### src/rtl/cpu_bus_axi_master_pkg.sv
// Shared address-map codes, AXI response codes
// and FSM state encodings for the CPU bus master.
package cpu_bus_axi_master_pkg;

  localparam logic [2:0] ADDR_TYPE_NOT_OP  = 3'd0;
  localparam logic [2:0] ADDR_TYPE_ROM     = 3'd1;
  localparam logic [2:0] ADDR_TYPE_RAM     = 3'd2;
  localparam logic [2:0] ADDR_TYPE_LED     = 3'd3;
  localparam logic [2:0] ADDR_TYPE_GPIO    = 3'd4;
  localparam logic [2:0] ADDR_TYPE_BUTTON  = 3'd5;
  localparam logic [2:0] ADDR_TYPE_AXI     = 3'd6;
  localparam logic [2:0] ADDR_TYPE_UNKNOWN = 3'd7;

  localparam logic [31:0] DRAM_BASE = 32'h8000_0000;
  localparam logic [31:0] UART_TX   = 32'h4000_0000;

  localparam logic [1:0] RESP_OKAY = 2'b00;

  localparam logic [2:0] ST_IDLE = 3'd0;
  localparam logic [2:0] ST_WR   = 3'd1;
  localparam logic [2:0] ST_B    = 3'd2;
  localparam logic [2:0] ST_RD   = 3'd3;
  localparam logic [2:0] ST_R    = 3'd4;
  localparam logic [2:0] ST_INT  = 3'd5;
  localparam logic [2:0] ST_DONE = 3'd6;

  function automatic logic is_int_type(
    input logic [2:0] t
  );
    return (t == ADDR_TYPE_ROM) ||
           (t == ADDR_TYPE_RAM) ||
           (t == ADDR_TYPE_LED) ||
           (t == ADDR_TYPE_GPIO) ||
           (t == ADDR_TYPE_BUTTON);
  endfunction

  function automatic logic [7:0] rd_byte(
    input logic [31:0] w,
    input logic [1:0]  a
  );
    return w[{a, 3'b000} +: 8];
  endfunction

endpackage

### src/rtl/axi_lite_watchdog.sv
// Phase watchdog: counts cycles spent in one AXI
// phase and pulses expire once the limit is hit.
module axi_lite_watchdog #(
  parameter int LIMIT = 1024
) (
  input  logic clk,
  input  logic rstn,
  input  logic run,
  input  logic clr,
  output logic expire
);

  localparam int W = $clog2(LIMIT + 1);

  logic [W-1:0] cnt;

  // cycle counter; the clearing cycle itself counts as one
  always_ff @(posedge clk or negedge rstn) begin
    if (!rstn) begin
      cnt <= '0;
    end else if (!run) begin
      cnt <= '0;
    end else if (clr) begin
      cnt <= W'(1);
    end else if (cnt != W'(LIMIT)) begin
      cnt <= cnt + W'(1);
    end
  end

  assign expire = run && !clr &&
                  (cnt == W'(LIMIT - 1));

endmodule

### src/rtl/cpu_bus_axi_master.sv
// Executes a decoded CPU bus request as one AXI4-Lite
// transaction or a one-cycle internal port access.
module cpu_bus_axi_master
  import cpu_bus_axi_master_pkg::*;
#(
  parameter int TIMEOUT_CYCLES = 1024,
  parameter int INT_RD_LATENCY = 1
) (
  input  logic        clk,
  input  logic        rstn,
  input  logic        req,
  input  logic [31:0] A32,
  input  logic [31:0] D32,
  input  logic [3:0]  wstrb,
  input  logic        is_read,
  input  logic [2:0]  addr_type,
  output logic        rdy,
  output logic [7:0]  rdata,
  output logic [31:0] m_awaddr,
  output logic        m_awvalid,
  input  logic        m_awready,
  output logic [31:0] m_wdata,
  output logic [3:0]  m_wstrb,
  output logic        m_wvalid,
  input  logic        m_wready,
  input  logic [1:0]  m_bresp,
  input  logic        m_bvalid,
  output logic        m_bready,
  output logic [31:0] m_araddr,
  output logic        m_arvalid,
  input  logic        m_arready,
  input  logic [31:0] m_rdata,
  input  logic [1:0]  m_rresp,
  input  logic        m_rvalid,
  output logic        m_rready,
  output logic        int_stb,
  output logic [2:0]  int_type,
  output logic [11:0] int_addr,
  output logic        int_we,
  output logic [7:0]  int_wdata,
  input  logic [7:0]  int_rdata,
  output logic        resp_err,
  output logic        timeout_err
);

  logic [2:0]  st;
  logic [2:0]  st_d;
  logic [31:0] addr_q;
  logic [31:0] data_q;
  logic [3:0]  strb_q;
  logic [2:0]  type_q;
  logic        rd_q;
  logic        aw_done;
  logic        w_done;
  logic [1:0]  int_cnt;
  logic        aw_hs;
  logic        w_hs;
  logic        wd_run;
  logic        wd_clr;
  logic        wd_expire;

  assign aw_hs = m_awvalid && m_awready;
  assign w_hs  = m_wvalid && m_wready;

  assign m_awaddr  = addr_q;
  assign m_araddr  = addr_q;
  assign m_wdata   = data_q;
  assign m_wstrb   = strb_q;
  assign int_type  = type_q;
  assign int_addr  = addr_q[11:0];
  assign int_wdata = data_q[7:0];

  // a dropped req hides a late completion
  assign rdy = (st == ST_DONE) && req;

  assign wd_run = (st == ST_WR) || (st == ST_B) ||
                  (st == ST_RD) || (st == ST_R);
  assign wd_clr = (st != st_d);

  // previous state, so the watchdog restarts per phase
  always_ff @(posedge clk or negedge rstn) begin
    if (!rstn) begin
      st_d <= ST_IDLE;
    end else begin
      st_d <= st;
    end
  end

  axi_lite_watchdog #(
    .LIMIT (TIMEOUT_CYCLES)
  ) u_wd (
    .clk    (clk),
    .rstn   (rstn),
    .run    (wd_run),
    .clr    (wd_clr),
    .expire (wd_expire)
  );

  // request FSM driving AXI and internal handshakes
  always_ff @(posedge clk or negedge rstn) begin
    if (!rstn) begin
      st          <= ST_IDLE;
      addr_q      <= '0;
      data_q      <= '0;
      strb_q      <= '0;
      type_q      <= '0;
      rd_q        <= 1'b0;
      aw_done     <= 1'b0;
      w_done      <= 1'b0;
      int_cnt     <= '0;
      rdata       <= '0;
      m_awvalid   <= 1'b0;
      m_wvalid    <= 1'b0;
      m_bready    <= 1'b0;
      m_arvalid   <= 1'b0;
      m_rready    <= 1'b0;
      int_stb     <= 1'b0;
      int_we      <= 1'b0;
      resp_err    <= 1'b0;
      timeout_err <= 1'b0;
    end else begin
      unique case (st)
        ST_IDLE: begin
          if (req && addr_type != ADDR_TYPE_NOT_OP) begin
            addr_q  <= A32;
            data_q  <= D32;
            strb_q  <= wstrb;
            type_q  <= addr_type;
            rd_q    <= is_read;
            aw_done <= 1'b0;
            w_done  <= 1'b0;
            int_cnt <= '0;
            unique case (1'b1)
              (addr_type == ADDR_TYPE_AXI && !is_read): begin
                st        <= ST_WR;
                m_awvalid <= 1'b1;
                m_wvalid  <= 1'b1;
              end
              (addr_type == ADDR_TYPE_AXI && is_read): begin
                st        <= ST_RD;
                m_arvalid <= 1'b1;
              end
              is_int_type(addr_type): begin
                st      <= ST_INT;
                int_stb <= 1'b1;
                int_we  <= !is_read;
              end
              default: begin
                st    <= ST_DONE;
                rdata <= 8'hFF;
              end
            endcase
          end
        end
        ST_WR: begin
          if (aw_hs) begin
            m_awvalid <= 1'b0;
            aw_done   <= 1'b1;
          end
          if (w_hs) begin
            m_wvalid <= 1'b0;
            w_done   <= 1'b1;
          end
          if ((aw_done || aw_hs) && (w_done || w_hs)) begin
            st       <= ST_B;
            m_bready <= 1'b1;
          end
        end
        ST_B: begin
          if (m_bvalid) begin
            m_bready <= 1'b0;
            rdata    <= 8'h00;
            st       <= ST_DONE;
            if (m_bresp != RESP_OKAY) resp_err <= 1'b1;
          end
        end
        ST_RD: begin
          if (m_arready) begin
            m_arvalid <= 1'b0;
            m_rready  <= 1'b1;
            st        <= ST_R;
          end
        end
        ST_R: begin
          if (m_rvalid) begin
            m_rready <= 1'b0;
            rdata    <= rd_byte(m_rdata, addr_q[1:0]);
            st       <= ST_DONE;
            if (m_rresp != RESP_OKAY) resp_err <= 1'b1;
          end
        end
        ST_INT: begin
          int_stb <= 1'b0;
          int_we  <= 1'b0;
          if (int_cnt == 2'(INT_RD_LATENCY)) begin
            rdata <= rd_q ? int_rdata : 8'h00;
            st    <= ST_DONE;
          end else begin
            int_cnt <= int_cnt + 2'd1;
          end
        end
        ST_DONE: begin
          if (!req) st <= ST_IDLE;
        end
        default: st <= ST_IDLE;
      endcase
      if (wd_expire) timeout_err <= 1'b1;
    end
  end

endmodule

### config.mk
export PLATFORM = sky130hd
export DESIGN_NAME = cpu_bus_axi_master
export DESIGN_NICKNAME = d
export VERILOG_FILES = /design/src/rtl/cpu_bus_axi_master_pkg.sv /design/src/rtl/axi_lite_watchdog.sv /design/src/rtl/cpu_bus_axi_master.sv
export SDC_FILE = /design/constraint.sdc
export NUM_CORES = 1
export LEC_CHECK = 0
export CORE_MARGIN = 8
export CORE_UTILIZATION = 37
export CTS_CLUSTER_SIZE = 8
export DETAILED_ROUTE_END_ITERATION = 8
export HOLD_SLACK_MARGIN = 0.15
export PLACE_DENSITY = 0.86
export SYNTH_ARGS = -nofsm -noshare
export SYNTH_HDL_FRONTEND = slang
export SYNTH_HIERARCHICAL = 1
export SYNTH_SLANG_ARGS = --single-unit
### constraint.sdc
create_clock -name clk -period 1.8 [get_ports clk]
set_clock_uncertainty 0.05 [all_clocks]
set_input_delay 0.36 -clock clk [delete_from_list [all_inputs] [get_ports clk]]
set_output_delay 0.36 -clock clk [all_outputs]
set_load 0.02 [all_outputs]
==> impl_metrics.env, run 1 <==
export IMPL_outcome="complete, no violations"
export IMPL_power_internal_mw=8.443
export IMPL_ys_ff_latch=110
export IMPL_port_buffers=264
export IMPL_post_synth_inst_count=600
export IMPL_hold_violations=0
export IMPL_synthSimpleGateAreaFrac_pct=23.37
export IMPL_crit_reg2reg_capture="rdata[6]"
export IMPL_critical_path_cell_chain="clkdlybuf4s50_1"
export IMPL_tritonroute_pass_1_iters=4
export IMPL_finalWorstPathRequiredPeriod_ps=1773
export IMPL_synth_edff_count=0
export IMPL_cts_root_to_sink_buffers=2
export IMPL_vdd_ir_drop_max_v=0.001026
export IMPL_report_final_slew_viol_count=0
export IMPL_mappedNetlistArea_mm2=0.005493
export IMPL_min_delay_path_depth=2
export IMPL_dominant_combinational_cell_family_by_area_after_synthesis="simple AND/OR/NAND/NOR gates"
export IMPL_cts_tree="done"
export IMPL_drtIter0Drc=292
export IMPL_ys_top_cells_by_area="dfrtp_1 (50%), nand2_1 (16%), buf_4 (8.5%)"
export IMPL_track_usage_pct=17.88
export IMPL_vias=4973
export IMPL_diodes=0
export IMPL_setup_tns_final_ps=0
export IMPL_grt_overflow_total=0
export IMPL_worst_setup_hold_path_clk_slew_ps=80
export IMPL_grt_first_pass_wirelength_um=26590
export IMPL_arrival_ps=1360
export IMPL_post_place_ws_ps=-300.7
export IMPL_crit_path_start_kind="flop"
export IMPL_critical_path_max_stage_delay_ps=630
export IMPL_grt_max_degree=62
export IMPL_finalWorstSetupSlack_ps=26.75
export IMPL_synth_distinct_cells=53
export IMPL_worst_slew_margin_rel_pct=76.76
export IMPL_via_per_inst=4.828
export IMPL_die_h_um=137.8
export IMPL_starting_density_pct=37.79
export IMPL_syn_num_nets=727
export IMPL_fin_total_pwr_mw=14.33
export IMPL_worst_pin_slew_ps=350.0
export IMPL_mean_cell_area_of_the_mapped_netlist_um2=9.155
export IMPL_yosys_area_top_type_share_pct=50.11
export IMPL_worstPathRequired_ps=1390
export IMPL_whs_endpoint="m_wdata[18]"
export IMPL_fmaxAchievable_ghz=0.5639
export IMPL_synth_area_leader_cell="dfrtp_1"
export IMPL_synth_compound_area_share_pct=7.563
export IMPL_crit_slowest_cell="clkdlybuf4s50_1"
export IMPL_final_cells=1030
export IMPL_setup_slack_on_the_worst_flop_to_flop_path_ps=30
export IMPL_fillers=1230
export IMPL_timing_rr_start="st[1]"
export IMPL_drt_total_wl_um=17760
export IMPL_end_kind="output port"
export IMPL_finalHoldWorstSlack_ps=424.9
export IMPL_syn2layout_area_growth_pct=58.59
export IMPL_comb_power_share_pct=56.4
export IMPL_detail_route_wl_per_cell_um=17.24
export IMPL_clk_insertion_delay_late_ps=340
export IMPL_die_area_mm2=0.01900
export IMPL_finalWeightedCongestion=0.8473
export IMPL_post_route_drc_count=0
export IMPL_setup_violations=0
export IMPL_synth_ff_type="dfrtp_1"
export IMPL_async_reset_ff_share_pct=100.0
export IMPL_yosys_mux_area_fraction_pct=5.831
export IMPL_power_density_mw_per_mm2=1645
export IMPL_synthAdderAreaFrac_pct=0.6834
export IMPL_cp_num_buf_inv=1
export IMPL_cap_violations=0
export IMPL_drive_gt1_share_pct=10.52
export IMPL_setup_repair_after_global_routing_missed_its_margin="yes"
export IMPL_fp_row_count=44
export IMPL_finish_net_count=968
export IMPL_h_tree_depth=3
export IMPL_final_period_utilization_pct=98.51
export IMPL_post_synth_xor_area_fraction_pct=0.9567
export IMPL_yosysWarnings=6
export IMPL_dp_hpwl_um=13580
export IMPL_power_switching_mw=5.884
export IMPL_synth_seq_area_share_pct=50.11
export IMPL_root_buffer_cell="clkbuf_16"
export IMPL_cts_buffers=9
export IMPL_r2r_cells=6
export IMPL_hold_path_startpoint="m_wdata[18]"
export IMPL_i_o_pin_cnt=265
export IMPL_vias_in_the_first_global_route=5109
export IMPL_seq_power_share_pct=29.5
export IMPL_place_inst=1009
export IMPL_clkSinkCount=110
export IMPL_fp_coreArea_mm2=0.01453
export IMPL_power_switching_fraction_pct=41.07
export IMPL_initial_antenna_violation_count=0
export IMPL_cp_max_fo=3
export IMPL_p_leak_nw=4.658
export IMPL_die_width_um=137.8
export IMPL_crit_type="reg -> out"
export IMPL_clockPowerShare_pct=14.1
export IMPL_critPathTopFamily="buffers and inverters"
export IMPL_hp_class="reg -> reg"
export IMPL_antenna_left=0
-- kinds of logic (layout without fill, tap and decap cells) --
logic type / count (synthesis) / after routing
flip-flops: 110 / 110
adder cells (fa/ha/maj): 3 / 3
AO/OA/AOI/OAI: 60 / 60
multiplexers: 28 / 28
XOR/XNOR: 6 / 6
AND/OR/NAND/NOR: 301 / 301
buffers and inverters: 92 / 338
-- what timing repair did --
action	CTS	global route
endpoints found under the hold margin	110	0
setup buffers	0	4
hold buffers	1	0
gates resized for setup	37	64
pin swaps	0	1
endpoints found under the setup margin	48	77
-- cell usage after synthesis, types with 2 or more instances --
cell type,instances
nand2b_1,5
mux2_4,8
nor4_1,2
mux2i_1,20
buf_2,6
or3_1,2
a31oi_1,4
o31ai_1,6
a21oi_1,20
nor2_1,10
o211ai_1,2
clkbuf_1,5
o2111ai_1,2
nor3_1,2
ha_1,3
and3_1,2
nand4_1,4
inv_1,10
nand2_1,241
a221o_1,8
buf_4,62
xnor2_1,4
buf_6,6
buf_1,2
o21ai_0,7
xor2_1,2
or4_1,4
o311ai_0,2
a22o_1,2
nor2b_1,4
nand3_1,12
dfrtp_1,110
-- worst max path at each step --
| stage | startpoint | to | depth (start not counted) |
|---|---|---|---|
| floorplan | m_araddr[1] | rdata[7] | 6 |
| global placement | req | rdy | 4 |
| detailed placement | addr_type[1] | m_araddr[9] | 7 |
| CTS | st[1] | rdata[6] | 6 |
| global route | st[1] | rdata[6] | 6 |
| finish | m_araddr[19] | m_awaddr[19] | 1 |
-- cell type report --
| type | instances | area (um2) | share of cell area [%] |
|---|---|---|---|
| Clock inverter | 5 | 58.81 | 0.6751 |
| Clock buffer | 11 | 242.7 | 2.787 |
| Multi-Input combinational cell | 398 | 2165 | 24.85 |
| Tap cell | 184 | 230.2 | 2.643 |
| Sequential cell | 110 | 2754 | 31.61 |
| Timing Repair Buffer | 311 | 3219 | 36.96 |
| Inverter | 11 | 41.29 | 0.4740 |
-- tightest hold or removal path, cell delays in order (launching register included) --
cell and delay (ps):
dfrtp_1 340, nand2_1 50, nand2_1 50
-- registers in the layout, summed over array words and instances, names as in the netlist, 2 cells and up --
signal    flops
m_wstrb       4
m_wdata      32
u_wd/cnt     11
int_type      3
int_cnt       2
rdata         8
st_d          3
st            3
m_araddr     32
-- power by group through the flow --
| stage | combinational [mW] | sequential (mW) | clock, mW |
|---|---|---|---|
| 2_1_floorplan | 3.81 | 5.15 | 0 |
| 3_3_place_gp | 8.09 | 4.23 | 0 |
| 3_5_place_dp | 8.24 | 4.27 | 0 |
| 4_1_cts | 8.06 | 4.25 | 2.08 |
| 5_1_grt | 8.66 | 4.34 | 2.17 |
| 6_report | 8.09 | 4.22 | 2.02 |
-- cells in the final DEF, fill, tap and decap left out, drive strengths merged, types with 3 or more instances in the layout --
master and n:
or4 5, o21ai 7, nand2 241, inv 11, nand4 4, mux2i 20
a21oi 20, nor3 3, buf 47, clkdlybuf4s50 179, o31ai 6, clkbuf 11
nor2 10, nand3 13, a221o 8, xnor2 4, nor4 3, dlymetal6s2s 53
dfrtp 110, dlygate4sd2 30, ha 3, a31oi 4, or3 3, mux2 8
nand2b 5, nor2b 4
-- per-stage QoR --
step           instance area (um2)  utilization (%)
2_1_floorplan                 5498                -
3_3_place_gp                  8210            56.49
3_5_place_dp                  8210            56.49
4_1_cts                       8493            58.44
5_1_grt                       8711            59.93
6_report                      8711            59.93
-- layer usage --
layer	track usage, %	up-vias	routed length (um)	part of all wire (%)
li1	-	2408	-	-
met1	20.07	2358	6759	38
met2	30.12	188	8795	50
met3	7.987	19	1992	11
met4	4.955	0	211	1.2
met5	0	-	0	0
(Power assumes the default switching activity.)
==> inputs of run 2 (changes only) <==
--- a/config.mk
+++ b/config.mk
@@ -10,7 +10,9 @@
 export CTS_CLUSTER_SIZE = 8
 export DETAILED_ROUTE_END_ITERATION = 8
 export HOLD_SLACK_MARGIN = 0.15
+export MAX_ROUTING_LAYER = met4
 export PLACE_DENSITY = 0.86
+export REMOVE_ABC_BUFFERS = 1
 export SYNTH_ARGS = -nofsm -noshare
 export SYNTH_HDL_FRONTEND = slang
 export SYNTH_HIERARCHICAL = 1
==> run 2 against run 1 <==
Against the previous run: via count is 0.82% higher; die area unchanged; worst setup slack improved by 1.7 ps; register-to-register slack hardly changed; core utilization decreased by 0.31 points; worst hold slack about the same; clock-buffer cell count fell by 2; global-route usage up 0.93 points; first-iteration DRC count down 15%; critical path depth up 5; sequential cell count stayed put; maximum frequency hardly changed; largest power group unchanged.
==> impl_metrics.env, run 2 (same netlist as run 1, synthesis figures left out) <==
export IMPL_outcome="complete, no violations"
export IMPL_final_cells=1027
export IMPL_commonest_non_fill_non_tap_cell_in_the_layout="nand2_1"
export IMPL_dp_hpwl_um=13500
export IMPL_post_route_drc_count=0
export IMPL_vdd_ir_drop_max_v=0.0009760
export IMPL_r2r_cells=6
export IMPL_clk_insertion_delay_late_ps=350
export IMPL_worst_setup_hold_path_clk_slew_ps=70
export IMPL_die_h_um=137.8
export IMPL_p_leak_nw=4.627
export IMPL_drt_total_wl_um=17840
export IMPL_utilization_pct=59.62
export IMPL_track_usage_pct=18.81
export IMPL_final_area_mm2=0.008666
export IMPL_detail_route_wl_per_cell_um=17.37
export IMPL_min_delay_path_depth=2
export IMPL_crit_path_start_kind="flop"
export IMPL_setup_slack_on_the_worst_flop_to_flop_path_ps=30
export IMPL_hp_class="reg -> reg"
export IMPL_finalWeightedCongestion=0.8529
export IMPL_diodes=0
export IMPL_i_o_pin_cnt=265
export IMPL_vias_in_the_first_global_route=5315
export IMPL_hold_violations=0
export IMPL_fmaxAchievable_ghz=0.5645
export IMPL_final_period_utilization_pct=98.42
export IMPL_clkSinkCount=110
export IMPL_via_per_inst=4.882
export IMPL_setup_violations=0
export IMPL_startpoint="st[0]"
export IMPL_cts_root_to_sink_buffers=2
export IMPL_fp_row_count=44
export IMPL_setup_tns_final_ps=0
export IMPL_dpl_instance_area_mm2=0.008193
export IMPL_h_tree_depth=3
export IMPL_syn2layout_area_growth_pct=57.77
export IMPL_die_area_mm2=0.01900
export IMPL_worst_pin_slew_ps=395.4
export IMPL_finalWorstPathRequiredPeriod_ps=1772
export IMPL_finalWorstSetupSlack_ps=28.46
export IMPL_initial_antenna_violation_count=0
export IMPL_timing_rr_start="st[0]"
export IMPL_starting_density_pct=37.79
export IMPL_cts_buffers=9
export IMPL_grt_overflow_total=0
export IMPL_cp_max_fo=11
export IMPL_grt_first_pass_wirelength_um=26870
export IMPL_cts_tree="done"
export IMPL_arrival_ps=2020
export IMPL_place_inst=1006
export IMPL_crit_reg2reg_capture="rdata[5]"
export IMPL_drtIter0Drc=249
export IMPL_power_density_mw_per_mm2=1624
export IMPL_worst_slew_margin_rel_pct=73.64
export IMPL_vias=5014
export IMPL_antenna_left=0
export IMPL_layout_cells_most_common_list="nand2_1 (241), clkdlybuf4s50_1 (169), dfrtp_1 (109)"
export IMPL_post_place_ws_ps=-409.5
export IMPL_cap_violations=0
export IMPL_drive_gt1_share_pct=10.20
export IMPL_crit_type="reg -> reg"
export IMPL_finish_net_count=966
export IMPL_end_kind="flop"
export IMPL_report_final_slew_viol_count=0
export IMPL_tritonroute_pass_1_iters=5
export IMPL_grt_max_degree=52
export IMPL_die_width_um=137.8
export IMPL_root_buffer_cell="clkbuf_16"
export IMPL_worstSetupEndpoint="rdata[5]"
export IMPL_fillers=1228
export IMPL_port_buffers=264
export IMPL_fin_total_pwr_mw=14.08
export IMPL_worstPathRequired_ps=2040
export IMPL_fp_coreArea_mm2=0.01453
export IMPL_finalHoldWorstSlack_ps=424.9
## run 2: changes by cell type in the layout (fill, tap and decap cells not counted), moves of 3 or more
cell             change
a21oi_2              +3
dlymetal6s2s_1       -3
dlygate4sd2_1       +13
a21oi_1              -3
clkdlybuf4s50_1     -10
## run 2: final cells by class
class | count | area [um2] | area share [%]
Multi-Input combinational cell | 398 | 2165 | 24.98
Clock buffer | 9 | 225.2 | 2.599
Sequential cell | 110 | 2754 | 31.78
Timing Repair Buffer | 309 | 3196 | 36.88
Clock inverter | 6 | 55.05 | 0.6353
Inverter | 11 | 41.29 | 0.4765
Tap cell | 184 | 230.2 | 2.657
## run 2: per-layer routing
layer / track usage, % / wire (um) / share of wire, % / vias up
li1: - / - / - / 2401
met1: 20.78 / 7029 / 39 / 2382
met2: 30.87 / 8785 / 49 / 207
met3: 5.799 / 1594 / 8.9 / 24
met4: 8.060 / 426 / 2.4 / 0
met5: - / 0 / 0 / -
## run 2: critical path: stages (launching register included)
cell and delay (ps):
dfrtp_2 450, buf_4 170, and3b_1 200, buf_4 190, a221o_1 360, a21oi_2 140, mux2_4 160
## run 2: repair_timing
action                     in CTS  in global routing
buffers inserted                0                  4
hold endpoints to repair       24                  0
gates resized for setup        48                 61
cloned                          0                  1
hold buffers                    1                  0
setup endpoints to repair      48                111
## run 2: worst min path at each step
stage | endpoint | from | slack [ps]
2_1_floorplan | aw_done | rstn | 10
4_1_cts | u_wd/cnt[7] | rstn | 430
3_3_place_gp | u_wd/cnt[8] | rstn | 250
5_1_grt | u_wd/cnt[7] | rstn | 450
6_report | m_wdata[12] | m_wdata[12] | 420
3_5_place_dp | u_wd/cnt[7] | rstn | 260
## run 2: power by group
group          total, mW  internal (mW)  switching [mW]
logic               7.96           3.75            4.21
clock network       1.93          0.960           0.966
registers           4.19           3.45           0.738
